**src/rtl/alu_mul_sequencer_if.sv**
```systemverilog
// -----------------------------------------------------------------------------
// alu_mul_sequencer_if
// Shared-ALU access bus used by the multiply sequencer.
//   alu_req  : sequencer wants the ALU this cycle
//   alu_gnt  : ALU is owned by the sequencer this cycle
//   alu_a/b  : ALU operands (8 bit)
//   alu_ctrl : ALU opcode (4'b0010 ADD, 4'b0111 RRC, 4'b0000 idle)
//   alu_cin  : ALU carry-in
//   alu_out  : ALU result, combinational in the same cycle
//   alu_cout : ALU carry-out, combinational in the same cycle
// master = the sequencer, slave = the ALU / arbiter side.
// -----------------------------------------------------------------------------
interface alu_mul_sequencer_if;
    logic       alu_req;
    logic       alu_gnt;
    logic [7:0] alu_a;
    logic [7:0] alu_b;
    logic [3:0] alu_ctrl;
    logic       alu_cin;
    logic [7:0] alu_out;
    logic       alu_cout;

    modport master (
        output alu_req, alu_a, alu_b, alu_ctrl, alu_cin,
        input  alu_gnt, alu_out, alu_cout
    );

    modport slave (
        input  alu_req, alu_a, alu_b, alu_ctrl, alu_cin,
        output alu_gnt, alu_out, alu_cout
    );
endinterface

```
**src/rtl/alu_mul_sequencer.sv**
```systemverilog
// -----------------------------------------------------------------------------
// alu_mul_sequencer
// Unsigned 8x8 -> 16 multiply performed on a shared 8-bit ALU using a
// shift-add sequence: per iteration one conditional ADD followed by a 17-bit
// rotate-right of {c, p_hi, p_lo} done as two RRC operations. 8 iterations,
// 24 granted ALU cycles in total.
// Ports:
//   clk, rst         : clock, synchronous active-high reset
//   start, op_a/op_b : launch request and operands (sampled only in IDLE)
//   busy, done       : sequence running / one-cycle completion pulse
//   result_hi/lo     : product, held until the next completed multiply
//   result_zero      : product == 0
//   alu              : shared ALU bus (master side)
// -----------------------------------------------------------------------------
module alu_mul_sequencer (
    input  logic                        clk,
    input  logic                        rst,
    input  logic                        start,
    input  logic [7:0]                  op_a,
    input  logic [7:0]                  op_b,
    output logic                        busy,
    output logic                        done,
    output logic [7:0]                  result_hi,
    output logic [7:0]                  result_lo,
    output logic                        result_zero,
    alu_mul_sequencer_if.master         alu
);
    localparam logic [3:0] OP_NONE = 4'b0000;
    localparam logic [3:0] OP_ADD  = 4'b0010;
    localparam logic [3:0] OP_RRC  = 4'b0111;

    typedef enum logic [2:0] {
        S_IDLE,
        S_ADD,
        S_RRC_HI,
        S_RRC_LO,
        S_DONE
    } state_t;

    state_t     state_q, state_d;
    logic [7:0] mcand_q, mcand_d;
    logic [7:0] p_hi_q, p_hi_d;
    logic [7:0] p_lo_q, p_lo_d;
    logic       c_q, c_d;
    logic [2:0] iter_q, iter_d;
    logic [7:0] result_hi_q, result_hi_d;
    logic [7:0] result_lo_q, result_lo_d;
    logic       result_zero_q, result_zero_d;

    logic [7:0] alu_a_c;
    logic [7:0] alu_b_c;
    logic [3:0] alu_ctrl_c;
    logic       alu_cin_c;
    logic       busy_c;
    logic       done_c;

    always_ff @(posedge clk) begin
        if (rst) begin
            state_q       <= S_IDLE;
            mcand_q       <= 8'h00;
            p_hi_q        <= 8'h00;
            p_lo_q        <= 8'h00;
            c_q           <= 1'b0;
            iter_q        <= 3'd0;
            result_hi_q   <= 8'h00;
            result_lo_q   <= 8'h00;
            result_zero_q <= 1'b0;
        end else begin
            state_q       <= state_d;
            mcand_q       <= mcand_d;
            p_hi_q        <= p_hi_d;
            p_lo_q        <= p_lo_d;
            c_q           <= c_d;
            iter_q        <= iter_d;
            result_hi_q   <= result_hi_d;
            result_lo_q   <= result_lo_d;
            result_zero_q <= result_zero_d;
        end
    end

    // ALU drive depends only on state and registers, so a stalled cycle
    // (alu_gnt=0) naturally presents identical operands next cycle.
    always_comb begin
        state_d       = state_q;
        mcand_d       = mcand_q;
        p_hi_d        = p_hi_q;
        p_lo_d        = p_lo_q;
        c_d           = c_q;
        iter_d        = iter_q;
        result_hi_d   = result_hi_q;
        result_lo_d   = result_lo_q;
        result_zero_d = result_zero_q;
        alu_a_c       = 8'h00;
        alu_b_c       = 8'h00;
        alu_ctrl_c    = OP_NONE;
        alu_cin_c     = 1'b0;
        busy_c        = 1'b0;
        done_c        = 1'b0;

        case (state_q)
            S_IDLE: begin
                if (start) begin
                    mcand_d = op_a;
                    p_hi_d  = 8'h00;
                    p_lo_d  = op_b;
                    c_d     = 1'b0;
                    iter_d  = 3'd0;
                    state_d = S_ADD;
                end
            end
            S_ADD: begin
                busy_c     = 1'b1;
                alu_ctrl_c = OP_ADD;
                alu_a_c    = p_hi_q;
                alu_b_c    = p_lo_q[0] ? mcand_q : 8'h00;
                if (alu.alu_gnt) begin
                    p_hi_d  = alu.alu_out;
                    c_d     = alu.alu_cout;
                    state_d = S_RRC_HI;
                end
            end
            S_RRC_HI: begin
                busy_c     = 1'b1;
                alu_ctrl_c = OP_RRC;
                alu_b_c    = p_hi_q;
                alu_cin_c  = c_q;
                if (alu.alu_gnt) begin
                    p_hi_d  = alu.alu_out;
                    c_d     = alu.alu_cout;
                    state_d = S_RRC_LO;
                end
            end
            S_RRC_LO: begin
                busy_c     = 1'b1;
                alu_ctrl_c = OP_RRC;
                alu_b_c    = p_lo_q;
                alu_cin_c  = c_q;
                if (alu.alu_gnt) begin
                    p_lo_d = alu.alu_out;
                    c_d    = 1'b0;
                    iter_d = iter_q + 3'd1;
                    if (iter_q == 3'd7) begin
                        // Final low byte comes straight off the ALU; the
                        // high byte was already settled by the last RRC_HI.
                        result_hi_d   = p_hi_q;
                        result_lo_d   = alu.alu_out;
                        result_zero_d = ~|{p_hi_q, alu.alu_out};
                        state_d       = S_DONE;
                    end else begin
                        state_d = S_ADD;
                    end
                end
            end
            S_DONE: begin
                done_c  = 1'b1;
                state_d = S_IDLE;
            end
            default: begin
                state_d = S_IDLE;
            end
        endcase
    end

    assign busy         = busy_c;
    assign done         = done_c;
    assign result_hi    = result_hi_q;
    assign result_lo    = result_lo_q;
    assign result_zero  = result_zero_q;
    assign alu.alu_req  = busy_c;
    assign alu.alu_a    = alu_a_c;
    assign alu.alu_b    = alu_b_c;
    assign alu.alu_ctrl = alu_ctrl_c;
    assign alu.alu_cin  = alu_cin_c;
endmodule

```
**src/flat_wrapper.sv**
```systemverilog
// flat-port wrapper written by rule: the top's interface ports become plain ports
module alu_mul_sequencer_flat 
  (clk, rst, start, op_a, op_b, busy, done, result_hi, result_lo, result_zero, alu_alu_req, alu_alu_a, alu_alu_b, alu_alu_ctrl, alu_alu_cin, alu_alu_gnt, alu_alu_out, alu_alu_cout);
  alu_mul_sequencer_if alu_i ();
  input  logic clk;
  input  logic rst;
  input  logic start;
  input  logic [7:0] op_a;
  input  logic [7:0] op_b;
  output logic busy;
  output logic done;
  output logic [7:0] result_hi;
  output logic [7:0] result_lo;
  output logic result_zero;
  output wire logic [$bits(alu_i.alu_req)-1:0] alu_alu_req;
  output wire logic [$bits(alu_i.alu_a)-1:0] alu_alu_a;
  output wire logic [$bits(alu_i.alu_b)-1:0] alu_alu_b;
  output wire logic [$bits(alu_i.alu_ctrl)-1:0] alu_alu_ctrl;
  output wire logic [$bits(alu_i.alu_cin)-1:0] alu_alu_cin;
  input wire logic [$bits(alu_i.alu_gnt)-1:0] alu_alu_gnt;
  input wire logic [$bits(alu_i.alu_out)-1:0] alu_alu_out;
  input wire logic [$bits(alu_i.alu_cout)-1:0] alu_alu_cout;
  assign alu_alu_req = alu_i.alu_req;
  assign alu_alu_a = alu_i.alu_a;
  assign alu_alu_b = alu_i.alu_b;
  assign alu_alu_ctrl = alu_i.alu_ctrl;
  assign alu_alu_cin = alu_i.alu_cin;
  assign alu_i.alu_gnt = alu_alu_gnt;
  assign alu_i.alu_out = alu_alu_out;
  assign alu_i.alu_cout = alu_alu_cout;
  alu_mul_sequencer u_core (.clk(clk), .rst(rst), .start(start), .op_a(op_a), .op_b(op_b), .busy(busy), .done(done), .result_hi(result_hi), .result_lo(result_lo), .result_zero(result_zero), .alu(alu_i));
endmodule
```
**config.mk**
```make
export PLATFORM = sky130hd
export DESIGN_NAME = alu_mul_sequencer_flat
export DESIGN_NICKNAME = d
export VERILOG_FILES = /design/src/rtl/alu_mul_sequencer_if.sv /design/src/rtl/alu_mul_sequencer.sv /design/src/flat_wrapper.sv
export SDC_FILE = /design/constraint.sdc
export NUM_CORES = 1
export LEC_CHECK = 0
export CORE_ASPECT_RATIO = 2
export CORE_MARGIN = 3
export CORE_UTILIZATION = 49
export CTS_CLUSTER_SIZE = 16
export DETAILED_ROUTE_END_ITERATION = 16
export HOLD_SLACK_MARGIN = 0.12
export PLACE_DENSITY = 0.87
export SYNTH_ARGS = -nofsm -noshare
export SYNTH_HDL_FRONTEND = slang
export SYNTH_SLANG_ARGS = --single-unit
export TNS_END_PERCENT = 5
```
**constraint.sdc**
```tcl
create_clock -name clk -period 2.68 [get_ports clk]
set_clock_uncertainty 0.1 [all_clocks]
set_input_delay 0.402 -clock clk [delete_from_list [all_inputs] [get_ports clk]]
set_output_delay 0.402 -clock clk [all_outputs]
set_load 0.03 [all_outputs]
```
==> results.py, run 1 <==
metrics = {
    "run_status": {
        "status": "completed",
    },
    "min_path": {
        "hp-class": "reg2reg",
    },
    "global_routing": {
        "overflow": 0,
        "met3_usage": 0.0355,
        "grtUsageMet1": 0.236,
        "track_usage": 0.236,
        "grt.busiest_layer": "met2",
        "grtUsageMet2": 0.450,
        "antenna_found_initial": 0,
        "grt_first_pass_wirelength_microns": 11000,
        "grt_pass1_vias": 2324,
        "grt_max_degree": 49,
    },
    "timing": {
        "rsz0062_at_grt": "no",
        "hold_viol_final": 0,
        "post-route-min-period_ps": 2480,
        "setup_tns_ps": 0,
        "min_period_over_period": 0.925,
        "slew_viol_final": 0,
        "setup_violations": 0,
        "relSlewSlack": 0.543,
        "tightestPinTransition_ps": 683,
        "timing.fmax_mhz": 403,
    },
    "clock_network": {
        "cts_buffer_depth": 2,
        "cts_root_buffer": "clkbuf_8",
        "cts_tree": "done",
        "htreeDepth": 2,
        "clk_pin_slew_worst_paths_ps": 90,
        "clock_latency_ps": 300,
        "cts_sinks": 48,
        "numCtsBuffers": 5,
    },
    "synthesis": {
        "syn_inst": 282,
        "yosysUniqueCellTypes": 40,
        "yosys_most_used_dff": "dfxtp_1",
        "synth-edff-count": 0,
        "synth_seq_cells": 48,
        "synth_area_sq_mm": 0.00241,
        "synth_nets": 313,
        "ys_seq_area_frac": 0.398,
        "synth_top_area_share": 0.398,
        "async_flop_share": 0,
        "synth_top_area_cell": "dfxtp_1",
        "yosys_warnings": 0,
        "syn_area_per_cell_sq_um": 8.55,
        "synth.area.top_cells": "dfxtp_1 (40%), mux2i_1 (10%), nand3_1 (6.0%)",
    },
    "power": {
        "p_per_area_mw_per_mm2": 556,
        "p_leak_nw": 1.20,
        "peakVddDrop_mv": 0.519,
    },
    "route": {
        "drt_iter0_drc": 96,
        "dr.pass1.iters": 4,
        "ant_nets": 0,
        "wl_per_cell_microns": 17.3,
        "drc_errors": 0,
        "num_vias": 2295,
        "wl_microns": 6850,
        "vias_per_cell": 5.81,
    },
    "cells_and_area": {
        "num_antenna_cells": 0,
        "seq_area_sq_um": 963,
        "area_growth_pct": 31.6,
        "final_layout_size_suffix_gt1_frac": 0.103,
        "nets": 370,
        "multi_input_area_sq_mm": 0.00128,
        "nFillCells": 374,
        "finish.utilization": 0.677,
    },
    "placement": {
        "port_buffers": 68,
        "place_hpwl_microns": 5010,
        "place.gp.congestion": 0.882,
    },
    "die": {
        "coreArea_sq_mm": 0.00469,
        "die_y_microns": 105,
        "die_area_sq_mm": 0.00585,
        "start_util": 0.515,
        "die_x_microns": 55.6,
        "io_pins": 70,
        "row_count": 35,
    },
    "setup_path": {
        "crit_arrival_ps": 1980,
        "end_kind": "output port",
        "cp-start-kind": "flop",
        "criticalPathCategory": "reg2out",
        "crit_required_ps": 2180,
        "crit_fanout": 16,
    },
    "flow_run": {
        "cap_violations": 0,
    },
}
==> sequential cells by signal (all words and copies together), names as in the netlist <==
name                flops
u_core.state_q          3
u_core.c_q              1
u_core.iter_q           3
u_core.result_hi        8
u_core.result_lo        8
u_core.mcand_q          8
u_core.result_zero      1
u_core.p_hi_q           8
u_core.p_lo_q           8
==> Yosys cell counts, types with 3 or more instances <==
library cell	number
buf_4	8
nor3_1	9
clkbuf_1	8
and2_1	8
nor4_1	3
a21oi_1	28
buf_2	8
mux2i_1	24
o21ai_0	25
inv_1	4
a211oi_1	7
dfxtp_1	48
nor2_1	5
nand2_1	28
nand3_1	29
nand2b_1	9
==> stage by stage <==
step	power [mW]	cell area [sq um]	hold WS (ps)	instances	setup slack, ps
3_3_place_gp	1.23	3060	342	387	385
2_1_floorplan	1.11	2410	336	282	551
4_1_cts	1.77	3170	364	395	66.1
6_report	1.76	3170	363	395	201
3_5_place_dp	1.24	3060	352	387	310
5_1_grt	1.83	3170	378	395	103
==> worst max-delay path, stage by stage (launching register included) <==
cell             delay (ps)
dfxtp_2                 520
inv_1                   140
and3_1                  250
and2_1                  180
clkdlybuf4s50_1         590
==> worst paths after layout <==
check,end,cells after the start,slack [ps],startpoint
setup reg to reg,u_core.result_lo[4]$_SDFFE_PP0P_,5,680,u_core.state_q[0]$_SDFFE_PP0P_
hold / removal,u_core.mcand_q[6]$_SDFFE_PP0P_,2,360,u_core.mcand_q[6]$_SDFFE_PP0P_
setup / recovery,alu_alu_a[1],4,200,u_core.state_q[1]$_SDFFE_PP0P_
hold reg to reg,u_core.mcand_q[6]$_SDFFE_PP0P_,2,360,u_core.mcand_q[6]$_SDFFE_PP0P_
==> power breakdown <==
part           leakage [nW]  total (mW)  internal (mW)  switching [mW]
sequential            0.391       0.815          0.759          0.0560
combinational         0.752       0.414          0.184           0.230
clock                0.0583       0.536          0.281           0.255
total                  1.20        1.76           1.22           0.540
==> cell type report <==
type / count / area share
multi-input combinational: 203 / 0.403
sequential: 48 / 0.304
timing repair buffer: 77 / 0.230
clock buffer: 5 / 0.0217
tap: 55 / 0.0217
clock inverter: 3 / 0.0150
inverter: 4 / 0.00473
==> per-layer routing <==
layer	vias to the layer above	share of wire
met1	1075	0.36
met5	-	0
met3	24	0.052
met2	86	0.55
li1	1110	-
met4	0	0.041
==> layout by cell type, fill, tap and decap left out, drive strengths merged, types with 3 or more instances in the layout <==
| cell type | instances |
|---|---|
| clkdlybuf4s50 | 61 |
| dfxtp | 48 |
| nand3 | 29 |
| nand2 | 29 |
| a21oi | 28 |
| o21ai | 26 |
| mux2i | 24 |
| buf | 16 |
| nor3 | 11 |
| nand2b | 9 |
| a211oi | 9 |
| and2 | 8 |
| nor2 | 5 |
| clkbuf | 5 |
| inv | 4 |
| nor4 | 3 |
==> repair_timing <==
item                                    CTS  global route
gates resized for setup                   1             1
endpoints found under the setup margin    8             5
hold buffers                              0             0
setup buffers                             0             0
endpoints found under the hold margin     0             0
==> logic make-up (layout without fill, tap and decap cells) <==
kind of cell | Yosys count | count (layout) | synth area share
XOR/XNOR | 2 | 2 | 0.0104
flip-flops | 48 | 48 | 0.398
multiplexers | 24 | 24 | 0.0996
buffers and inverters | 31 | 89 | 0.0711
other | 1 | 1 | 0.00155
adder cells (fa/ha/maj) | 2 | 2 | 0.0104
AO/OA/AOI/OAI | 67 | 67 | 0.163
AND/OR/NAND/NOR | 107 | 107 | 0.245
(Power assumes the default switching activity.)
==> run 2: changes to the inputs <==
--- a/config.mk
+++ b/config.mk
@@ -5,13 +5,16 @@
 export SDC_FILE = /design/constraint.sdc
 export NUM_CORES = 1
 export LEC_CHECK = 0
+export CELL_PAD_IN_SITES_DETAIL_PLACEMENT = 1
+export CELL_PAD_IN_SITES_GLOBAL_PLACEMENT = 1
 export CORE_ASPECT_RATIO = 2
 export CORE_MARGIN = 3
-export CORE_UTILIZATION = 49
+export CORE_UTILIZATION = 37
 export CTS_CLUSTER_SIZE = 16
 export DETAILED_ROUTE_END_ITERATION = 16
 export HOLD_SLACK_MARGIN = 0.12
-export PLACE_DENSITY = 0.87
+export PLACE_DENSITY = 0.89
+export RECOVER_POWER = 50
 export SYNTH_ARGS = -nofsm -noshare
 export SYNTH_HDL_FRONTEND = slang
 export SYNTH_SLANG_ARGS = --single-unit
==> run 2 against run 1 <==
Compared with the run above: register-to-register slack worse by 480 ps; wire length is 18% higher; design area is 2.6% higher; hold slack worse by 4.0 ps; combinational power is 7.0% higher; setup slack worse by 20 ps.
==> results.py, run 2 (synthesis gave the netlist of run 1 again) <==
metrics = {
    "placement": {
        "place_area_sq_mm": 0.00312,
        "place_ws_ps": 385,
        "port_buffers": 68,
        "place.gp.congestion": 0.787,
        "place_hpwl_microns": 5880,
    },
    "timing": {
        "setup_violations": 0,
        "holdWs_ps": 359,
        "tightestPinTransition_ps": 938,
        "slew_viol_final": 0,
        "rsz0062_at_grt": "no",
        "setup_tns_ps": 0,
        "fin_ws_ps": 182,
        "timing.fmax_mhz": 400,
        "min_period_over_period": 0.932,
        "post-route-min-period_ps": 2500,
        "relSlewSlack": 0.372,
        "hold_viol_final": 0,
    },
    "cells_and_area": {
        "final_common_cell": "dfxtp_1",
        "final_layout_size_suffix_gt1_frac": 0.102,
        "stdcell_area_sq_mm": 0.00326,
        "nFillCells": 753,
        "final_cell_mix": "dfxtp_1 (47), clkdlybuf4s50_1 (43), nand3_1 (29)",
        "area_growth_pct": 35.0,
        "num_antenna_cells": 0,
        "nets": 374,
    },
    "die": {
        "start_util": 0.382,
        "die_area_sq_mm": 0.00758,
        "coreArea_sq_mm": 0.00631,
        "io_pins": 70,
        "die_x_microns": 63.1,
        "row_count": 41,
        "die_y_microns": 120,
    },
    "power": {
        "power_mw": 1.89,
        "p_per_area_mw_per_mm2": 580,
        "peakVddDrop_mv": 0.335,
        "p_leak_nw": 1.29,
    },
    "setup_path": {
        "end_kind": "output port",
        "critPathSlowestCell": "clkdlybuf4s50_1",
        "crit_arrival_ps": 2000,
        "crit_required_ps": 2180,
        "slowest_delay_ps": 680,
        "critPathBufInv": 1,
        "cpLargestDelayFamily": "buffers and inverters",
        "worstPathCellList": "and3_1 > and2_1 > clkdlybuf4s50_1",
        "criticalPathCategory": "reg2out",
        "cp-start-kind": "flop",
        "crit_fanout": 13,
    },
    "global_routing": {
        "overflow": 0,
        "grt.busiest_layer": "met2",
        "met3_usage": 0.0307,
        "grtUsageMet2": 0.404,
        "grt_max_degree": 38,
        "grt_first_pass_wirelength_microns": 13100,
        "track_usage": 0.221,
        "grtUsageMet1": 0.246,
        "antenna_found_initial": 0,
        "grt_pass1_vias": 2501,
    },
    "clock_network": {
        "clock_latency_ps": 280,
        "cts_tree": "done",
        "htreeDepth": 2,
        "cts_buffer_depth": 2,
        "postCtsHoldBufs": 0,
        "cts_sinks": 48,
        "clk_pin_slew_worst_paths_ps": 60,
        "cts_resized": 0,
        "numCtsBuffers": 5,
        "post_cts_buffers": 0,
        "cts_root_buffer": "clkbuf_16",
    },
    "route": {
        "drc_errors": 0,
        "vias_per_cell": 5.53,
        "ant_nets": 0,
        "dr.pass1.iters": 5,
        "wl_microns": 8060,
        "wl_per_cell_microns": 18.7,
        "drt_iter0_drc": 72,
        "num_vias": 2379,
    },
    "flow_run": {
        "cap_violations": 0,
    },
    "min_path": {
        "hp-class": "reg2reg",
    },
    "run_status": {
        "status": "completed",
    },
}
## run 2: cell types whose count changed in the layout (fill, tap and decap cells not counted), moves of 2 or more
cell / previous run / this run
clkbuf_8: 5 / 1
clkinv_4: 2 / 0
clkbuf_1: 0 / 2
clkbuf_16: 0 / 5
buf_4: 16 / 19
clkdlybuf4s50_1: 61 / 43
dlygate4sd3_1: 0 / 18
## run 2: worst paths after layout
check / endpoint / startpoint / cells past startpoint / slack (ps)
max: alu_alu_a[2] / u_core.state_q[0]$_SDFFE_PP0P_ / 3 / 180
min: u_core.mcand_q[4]$_SDFFE_PP0P_ / u_core.mcand_q[4]$_SDFFE_PP0P_ / 2 / 360
max reg2reg: u_core.p_lo_q[7]$_SDFFE_PP0P_ / u_core.state_q[0]$_SDFFE_PP0P_ / 5 / 200
min reg2reg: u_core.mcand_q[4]$_SDFFE_PP0P_ / u_core.mcand_q[4]$_SDFFE_PP0P_ / 2 / 360
## run 2: worst min-delay path: stages (launching register included)
cell     delay [ps]
dfxtp_1         310
nand2_1          50
a21oi_1          50
## run 2: final cells by class
cell class / instances / area, sq um / area share
Clock inverter: 1 / 7.51 / 0.00231
Clock buffer: 7 / 143 / 0.0438
Multi-Input combinational cell: 203 / 1260 / 0.388
Sequential cell: 48 / 962 / 0.296
Tap cell: 86 / 108 / 0.0331
Inverter: 4 / 15.0 / 0.00461
Timing Repair Buffer: 81 / 757 / 0.233
## run 2: per-layer routing
| metal | routed length, microns | part of all wire |
|---|---|---|
| met2 | 4350 | 0.54 |
| met3 | 324 | 0.040 |
| met4 | 325 | 0.040 |
| met1 | 3070 | 0.38 |
| met5 | 0 | 0 |
## run 2: stage by stage
step           instances  utilization
2_1_floorplan        282            -
3_3_place_gp         422        0.495
3_5_place_dp         422        0.495
4_1_cts              430        0.519
5_1_grt              430        0.516
6_report             430        0.516
## run 2: power by group
| part | switching, mW | total, mW | internal (mW) |
|---|---|---|---|
| combinational | 0.258 | 0.443 | 0.185 |
| clock | 0.268 | 0.640 | 0.372 |
| sequential | 0.0445 | 0.803 | 0.759 |
